File: src/rtl/hec_pkg.sv
// Shared definitions for the hybrid entropy coder: packer states and
// accumulator / length widths used by the codeword packer.
package hec_pkg;

    localparam int ACC_WIDTH             = 64;
    localparam int OUT_WIDTH_DEF         = 32;
    localparam int ENCODE_DATALENGTH_DEF = 21;
    localparam int LEN_WIDTH             = 6;

    typedef enum logic [1:0] {
        ST_RUN,
        ST_DRAIN,
        ST_PAD,
        ST_DONE
    } packer_state_e;

endpackage : hec_pkg

File: src/rtl/codeword_merge.sv
// Combinational merge of one right-aligned codeword into the MSB-aligned
// accumulator at bit position 63-cnt; kept separate so the barrel shift is isolated.
module codeword_merge
    import hec_pkg::*;
#(
    parameter int ENCODE_DATALENGTH = ENCODE_DATALENGTH_DEF
) (
    input  logic [ACC_WIDTH-1:0]         acc_i,
    input  logic [LEN_WIDTH-1:0]         cnt_i,
    input  logic [ENCODE_DATALENGTH-1:0] data_i,
    input  logic [LEN_WIDTH-1:0]         len_i,
    output logic [ACC_WIDTH-1:0]         acc_o
);

    logic [ACC_WIDTH-1:0] data_ext;
    logic [ACC_WIDTH-1:0] len_mask;
    logic [ACC_WIDTH-1:0] aligned;
    logic [LEN_WIDTH:0]   shamt;

    always_comb begin
        data_ext = {{(ACC_WIDTH-ENCODE_DATALENGTH){1'b0}}, data_i};
        // Bits above len are not guaranteed zero by the codebook, so mask them off.
        len_mask = (ACC_WIDTH'(1) << len_i) - ACC_WIDTH'(1);
        shamt    = (LEN_WIDTH+1)'(ACC_WIDTH) - {1'b0, len_i} - {1'b0, cnt_i};
        aligned  = (data_ext & len_mask) << shamt;
        acc_o    = acc_i | aligned;
    end

endmodule : codeword_merge

File: src/rtl/codeword_packer.sv
// Packs variable-length codewords (MSB first) into a gap-free stream of
// OUT_WIDTH-bit words; a flush zero-pads and tags the final partial word.
module codeword_packer
    import hec_pkg::*;
#(
    parameter int ENCODE_DATALENGTH = ENCODE_DATALENGTH_DEF,
    parameter int OUT_WIDTH         = OUT_WIDTH_DEF
) (
    input  logic                         clk_i,
    input  logic                         rst_n_i,
    input  logic                         cw_valid_i,
    output logic                         cw_ready_o,
    input  logic [LEN_WIDTH-1:0]         cw_length_i,
    input  logic [ENCODE_DATALENGTH-1:0] cw_data_i,
    input  logic                         flush_i,
    output logic                         word_valid_o,
    input  logic                         word_ready_i,
    output logic [OUT_WIDTH-1:0]         word_data_o,
    output logic                         word_last_o,
    output logic [LEN_WIDTH-1:0]         word_fill_o,
    output logic                         flush_done_o,
    output logic                         len_err_o
);

    localparam logic [LEN_WIDTH-1:0] OUT_W_L = LEN_WIDTH'(OUT_WIDTH);
    localparam logic [LEN_WIDTH-1:0] MAX_LEN = LEN_WIDTH'(ENCODE_DATALENGTH);

    packer_state_e          state_q, state_d;
    logic [ACC_WIDTH-1:0]   acc_q, acc_d;
    logic [LEN_WIDTH-1:0]   cnt_q, cnt_d;
    logic                   word_valid_q, word_valid_d;
    logic [OUT_WIDTH-1:0]   word_data_q, word_data_d;
    logic                   word_last_q, word_last_d;
    logic [LEN_WIDTH-1:0]   word_fill_q, word_fill_d;
    logic                   len_err_q, len_err_d;

    logic [ACC_WIDTH-1:0]   acc_merged;
    logic [OUT_WIDTH-1:0]   pad_mask;
    logic                   slot_free;
    logic                   accept;

    codeword_merge #(
        .ENCODE_DATALENGTH (ENCODE_DATALENGTH)
    ) u_merge (
        .acc_i  (acc_q),
        .cnt_i  (cnt_q),
        .data_i (cw_data_i),
        .len_i  (cw_length_i),
        .acc_o  (acc_merged)
    );

    assign cw_ready_o   = (state_q == ST_RUN) && (cnt_q < OUT_W_L);
    assign slot_free    = !word_valid_q || word_ready_i;
    assign accept       = cw_valid_i && cw_ready_o;
    assign pad_mask     = ~({OUT_WIDTH{1'b1}} >> cnt_q);
    assign flush_done_o = (state_q == ST_DONE);

    always_comb begin
        // NOTE: every _d takes its hold value first so no path through this block infers a latch.
        state_d      = state_q;
        acc_d        = acc_q;
        cnt_d        = cnt_q;
        word_valid_d = word_valid_q && !word_ready_i;
        word_data_d  = word_data_q;
        word_last_d  = word_last_q;
        word_fill_d  = word_fill_q;
        len_err_d    = len_err_q;

        // Full-word move is state independent; accept needs cnt < OUT_WIDTH so they never collide.
        if ((cnt_q >= OUT_W_L) && slot_free) begin
            word_valid_d = 1'b1;
            word_data_d  = acc_q[ACC_WIDTH-1 -: OUT_WIDTH];
            word_fill_d  = OUT_W_L;
            word_last_d  = 1'b0;
            acc_d        = acc_q << OUT_WIDTH;
            cnt_d        = cnt_q - OUT_W_L;
        end

        if (accept) begin
            if (cw_length_i > MAX_LEN) begin
                len_err_d = 1'b1;
            end else begin
                acc_d = acc_merged;
                cnt_d = cnt_q + cw_length_i;
            end
        end

        unique case (state_q)
            ST_RUN: begin
                if (flush_i) state_d = ST_DRAIN;
            end
            ST_DRAIN: begin
                if (cnt_q < OUT_W_L) state_d = (cnt_q != '0) ? ST_PAD : ST_DONE;
            end
            ST_PAD: begin
                if (slot_free) begin
                    word_valid_d = 1'b1;
                    word_data_d  = acc_q[ACC_WIDTH-1 -: OUT_WIDTH] & pad_mask;
                    word_fill_d  = cnt_q;
                    word_last_d  = 1'b1;
                    cnt_d        = '0;
                    acc_d        = '0;
                    state_d      = ST_DONE;
                end
            end
            ST_DONE: state_d = ST_RUN;
            default: state_d = ST_RUN;
        endcase
    end

    always_ff @(posedge clk_i or negedge rst_n_i) begin
        if (!rst_n_i) begin
            state_q      <= ST_RUN;
            acc_q        <= '0;
            cnt_q        <= '0;
            word_valid_q <= 1'b0;
            word_data_q  <= '0;
            word_last_q  <= 1'b0;
            word_fill_q  <= '0;
            len_err_q    <= 1'b0;
        end else begin
            state_q      <= state_d;
            acc_q        <= acc_d;
            cnt_q        <= cnt_d;
            word_valid_q <= word_valid_d;
            word_data_q  <= word_data_d;
            word_last_q  <= word_last_d;
            word_fill_q  <= word_fill_d;
            len_err_q    <= len_err_d;
        end
    end

    assign word_valid_o = word_valid_q;
    assign word_data_o  = word_data_q;
    assign word_last_o  = word_last_q;
    assign word_fill_o  = word_fill_q;
    assign len_err_o    = len_err_q;

endmodule : codeword_packer
File: config.mk
export PLATFORM = sky130hd
export DESIGN_NAME = codeword_packer
export DESIGN_NICKNAME = d
export VERILOG_FILES = /design/src/rtl/hec_pkg.sv /design/src/rtl/codeword_merge.sv /design/src/rtl/codeword_packer.sv
export SDC_FILE = /design/constraint.sdc
export NUM_CORES = 1
export LEC_CHECK = 0
export BUFFER_PORTS_ARGS = -buffer_cell sky130_fd_sc_hd__buf_4
export CAP_MARGIN = 20
export CORE_MARGIN = 2
export CORE_UTILIZATION = 30
export DETAILED_ROUTE_END_ITERATION = 16
export GPL_ROUTABILITY_DRIVEN = 0
export PLACE_DENSITY = 0.5
export SLEW_MARGIN = 30
export SYNTH_ARGS = -nofsm -noshare
export SYNTH_HDL_FRONTEND = slang
export SYNTH_SLANG_ARGS = --single-unit
File: constraint.sdc
create_clock -name clk_i -period 4.93 [get_ports clk_i]
set_input_delay 0.493 -clock clk_i [delete_from_list [all_inputs] [get_ports clk_i]]
set_output_delay 0.493 -clock clk_i [all_outputs]
set_load 0.1 [all_outputs]
==> results.env <==
NETLIST_AREA_UM2=8228
OUTCOME='complete, no violations'
GRT_PASS1_WL_UM=49630
MET3_WIRELENGTH_UM=1965
DETAIL_ROUTE.DRC_VIOLATIONS=0
SYNTH.YOSYS.WARNINGS=0
MOST-COMMON-LAYOUT-CELLS='nand2_1, buf_4, dfrtp_1'
CP_DATA_REQUIRED_TIME_PS=5230
IOPINCOUNT=75
CLOCK_SINKS=113
INSERTEDDIODECOUNT=0
SETUP_REPAIR_AFTER_GLOBAL_ROUTING_MISSED_ITS_MARGIN='no'
MAXSLEWHEADROOM_PCT=40.75
GRT_MAX_DEGREE=46
DIEAREA_UM2=28770
AREA_OF_COMBINATIONAL_CELLS_WITH_MULTIPLE_INPUTS_UM2=5015
POST_SYNTH.CELL_AREA_AVG_UM2=8.236
FINALWORSTPATHREQUIREDPERIOD_PS=4227
POSTROUTEWIRELENGTH_UM=31970
VIAS_PER_CELL=5.877
REPORT.FINAL.SLEW_VIOL_COUNT=0
SYNTH.YOSYS.SEQ_AREA_SHARE_PCT=34.37
CTS-BUFFERS-INSERTED=17
CRIT_PATH_END_KIND='register'
DETAILEDROUTE.FIRSTITERATIONVIOLATIONS=1096
PATH_CLASS='in2reg'
ROWS=60
WORST_SETUP_HOLD_PATH_CLK_SLEW_PS=60
TIMING.CRITICAL_PATH.SLOWEST_CELL_DELAY_PS=680
SYN_NETS=1056
DRT_PRE_ANTENNA_ITERS=5
CLOCK.FMAX_GHz=0.2366
GRT_UTIL_ALL_LAYERS_PCT=22.43
WORSTPATHCELLLIST='buf_4 > or4_1 > or3_1 > ha_1 > nor4b_1 > nand2_1 > a211oi_1 > o31ai_1 > mux2i_1 > nor2_1 > a211o_1 > a221oi_1'
CTS-HTREE-LEVELS=4
MET2_WIRELENGTH_UM=14840
ROUTE.TOP_LAYER_USED='met4'
SYNTH-EDFF-COUNT=0
FIRST_GLOBAL_VIAS=7961
SYNTH-SEQ-CELLS=113
FINAL_PERIOD_UTILIZATION_PCT=85.74
LAYOUT.CELLS.MOST_COMMON='nand2_1'
SYNTH_CELL_TYPES=89
POSTCTSRESIZEDCELLS=0
CLOCK_TREE_FROM_TRITONCTS='done'
ANTENNA_FOUND_INITIAL=0
WORST_HOLD_PATH_TYPE='reg2reg'
ROUTE.LAYER.MET1.WL_UM=14090
SYNTH-MAIN-FF-CELL='dfrtp_1'
DIE_Y_UM=169.6
TIMING.CLOCK.SKEW_PS=10.18
SYNTH-ASYNC-RESET-RATIO_PCT=100.0
MAX_CAPACITANCE_VIOLATION_TOTAL=0
WORST_SKEW_PAIR.LATE_LATENCY_PS=410
IO_BUFFER_COUNT=74
CP_SLOWEST_CELL='or4_1'
POST-DP-HPWL_UM=23290
CLOCKROOTBUFFER='clkbuf_16'
SETUP_TOTAL_NEGATIVE_SLACK_PS=0
GLOBALROUTE.TOTALOVERFLOW=0
START_UTIL_PCT=30.53
AREA.SEQUENTIAL_UM2=2828
MAXIMUM_BUFFER_DEPTH_OF_THE_CLOCK_TREE=2
DETAILROUTE.VIA_COUNT=8316
WORSTPATHARRIVAL_PS=4530
FINALNETCOUNT=1119
WORST-SLEW-PIN-TRANSITION_PS=882.4
CRITICAL_PATH.MAX_FANOUT=25
CORE_AREA_UM2=26950
SHARE_OF_POST_ROUTE_CELLS_WITH_DRIVE_STRENGTH_ABOVE_1_PCT=17.69
LAYOUT.FILLER_CELLS=2768
ROUTED_WIRE_LENGTH_PER_INSTANCE_UM=22.59
HOLD_VIOL_FINAL=0
POST_SYNTH_INST_COUNT=999
CRITPATHLAUNCHTYPE='input port'
TIMING.FINAL.SETUP_VIOLATIONS=0
DIE_WIDTH_UM=169.6
ANT_NETS=0
HOLD-WORST-SLACK_PS=476.5
AREA_GROWTH_SYN_TO_LAYOUT_PCT=19.95
## synthesized netlist by cell type (8+ instances only)
library cell | instances | area share (%)
a211o_1 | 9 | 0.96
a211oi_1 | 26 | 2.4
a21o_1 | 15 | 1.4
a21oi_1 | 87 | 5.3
a221oi_1 | 11 | 1.2
a311oi_1 | 11 | 1.2
a31oi_1 | 12 | 0.91
and3_1 | 12 | 0.91
buf_2 | 10 | 0.61
clkbuf_1 | 55 | 2.5
dfrtp_1 | 113 | 34
ha_1 | 22 | 3.3
inv_1 | 26 | 1.2
mux2i_1 | 38 | 4.6
nand2_1 | 132 | 6.0
nand3_1 | 25 | 1.5
nor2_1 | 97 | 4.4
nor2b_1 | 8 | 0.61
nor3_1 | 20 | 1.2
o211ai_1 | 10 | 0.91
o21a_1 | 9 | 0.82
o21ai_0 | 57 | 3.5
o21ai_1 | 12 | 0.73
o22ai_1 | 9 | 0.68
o31ai_1 | 11 | 1.0
## final timing paths
kind                            slack, ps  cells after the start               start                    endpoint
worst max-delay path                  700                     12      cw_length_i[5]         acc_q[47]$_DFF_PN0_
worst max register to register        790                     10  cnt_q[2]$_DFF_PN0_         acc_q[56]$_DFF_PN0_
min in group asynchronous             530                      2             rst_n_i  asynchronous set/reset pin
worst min-delay path                  480                      2            register                    register
worst min register to register        480                      2            register                    register
max in group asynchronous            3440                      3             rst_n_i         acc_q[19]$_DFF_PN0_
## cell families (layout without fill, tap and decap cells)
group / Yosys count / count (layout) / share of synthesized area, %
flip-flops: 113 / 113 / 34.37
AO/OA/AOI/OAI: 354 / 354 / 29.88
buffers and inverters: 103 / 178 / 5.170
adder cells (fa/ha/maj): 25 / 25 / 4.075
XOR/XNOR: 10 / 10 / 1.064
AND/OR/NAND/NOR: 350 / 350 / 19.72
multiplexers: 44 / 44 / 5.718
## area by class of cell
cell class | instances | share of cell area (%)
Tap cell | 341 | 4.323
Clock inverter | 12 | 1.356
Timing Repair Buffer | 119 | 9.204
Clock buffer | 19 | 4.589
Sequential cell | 113 | 28.65
Inverter | 28 | 1.065
Multi-Input combinational cell | 783 | 50.81
## registers in the layout (all words and copies together), names as in the netlist, named ones only
register and count:
acc_q 64, word_data_o 32, cnt_q 6, state_q 2
len_err_o 1, word_last_o 1, word_valid_o 1
## metrics by stage
step / cells / utilization [%] / area (µm²) / setup slack [ps]
6_report: 1415 / 36.62 / 9869 / 703.1
5_1_grt: 1415 / 36.62 / 9869 / 350.6
4_1_cts: 1415 / 36.62 / 9869 / 773.9
3_5_place_dp: 1383 / 34.41 / 9273 / 354.4
3_3_place_gp: 1383 / 34.41 / 9273 / 447.1
2_1_floorplan: 999 / - / 8228 / 1215
## what timing repair did
item                      4_1_cts  5_1_grt
hold endpoints to repair       24        0
setup buffers                   0        0
hold buffers                    1        0
## critical path, delay by kind of cell
kind            cells  cell delay [ps]
simple gates        5             1830
compound gates      4             1110
fa+ha+maj           1              500
mux                 1              400
buf+inv             1              180
## layer usage
layer	vias up	GRT usage (%)
met5	-	0
met4	0	8.473
met3	68	3.265
met2	370	35.72
met1	4036	30.79
li1	3842	-
Power is left out: the tool's default activity adds up to more than one toggle a clock period on the data nets, which glitch-free logic cannot reach.
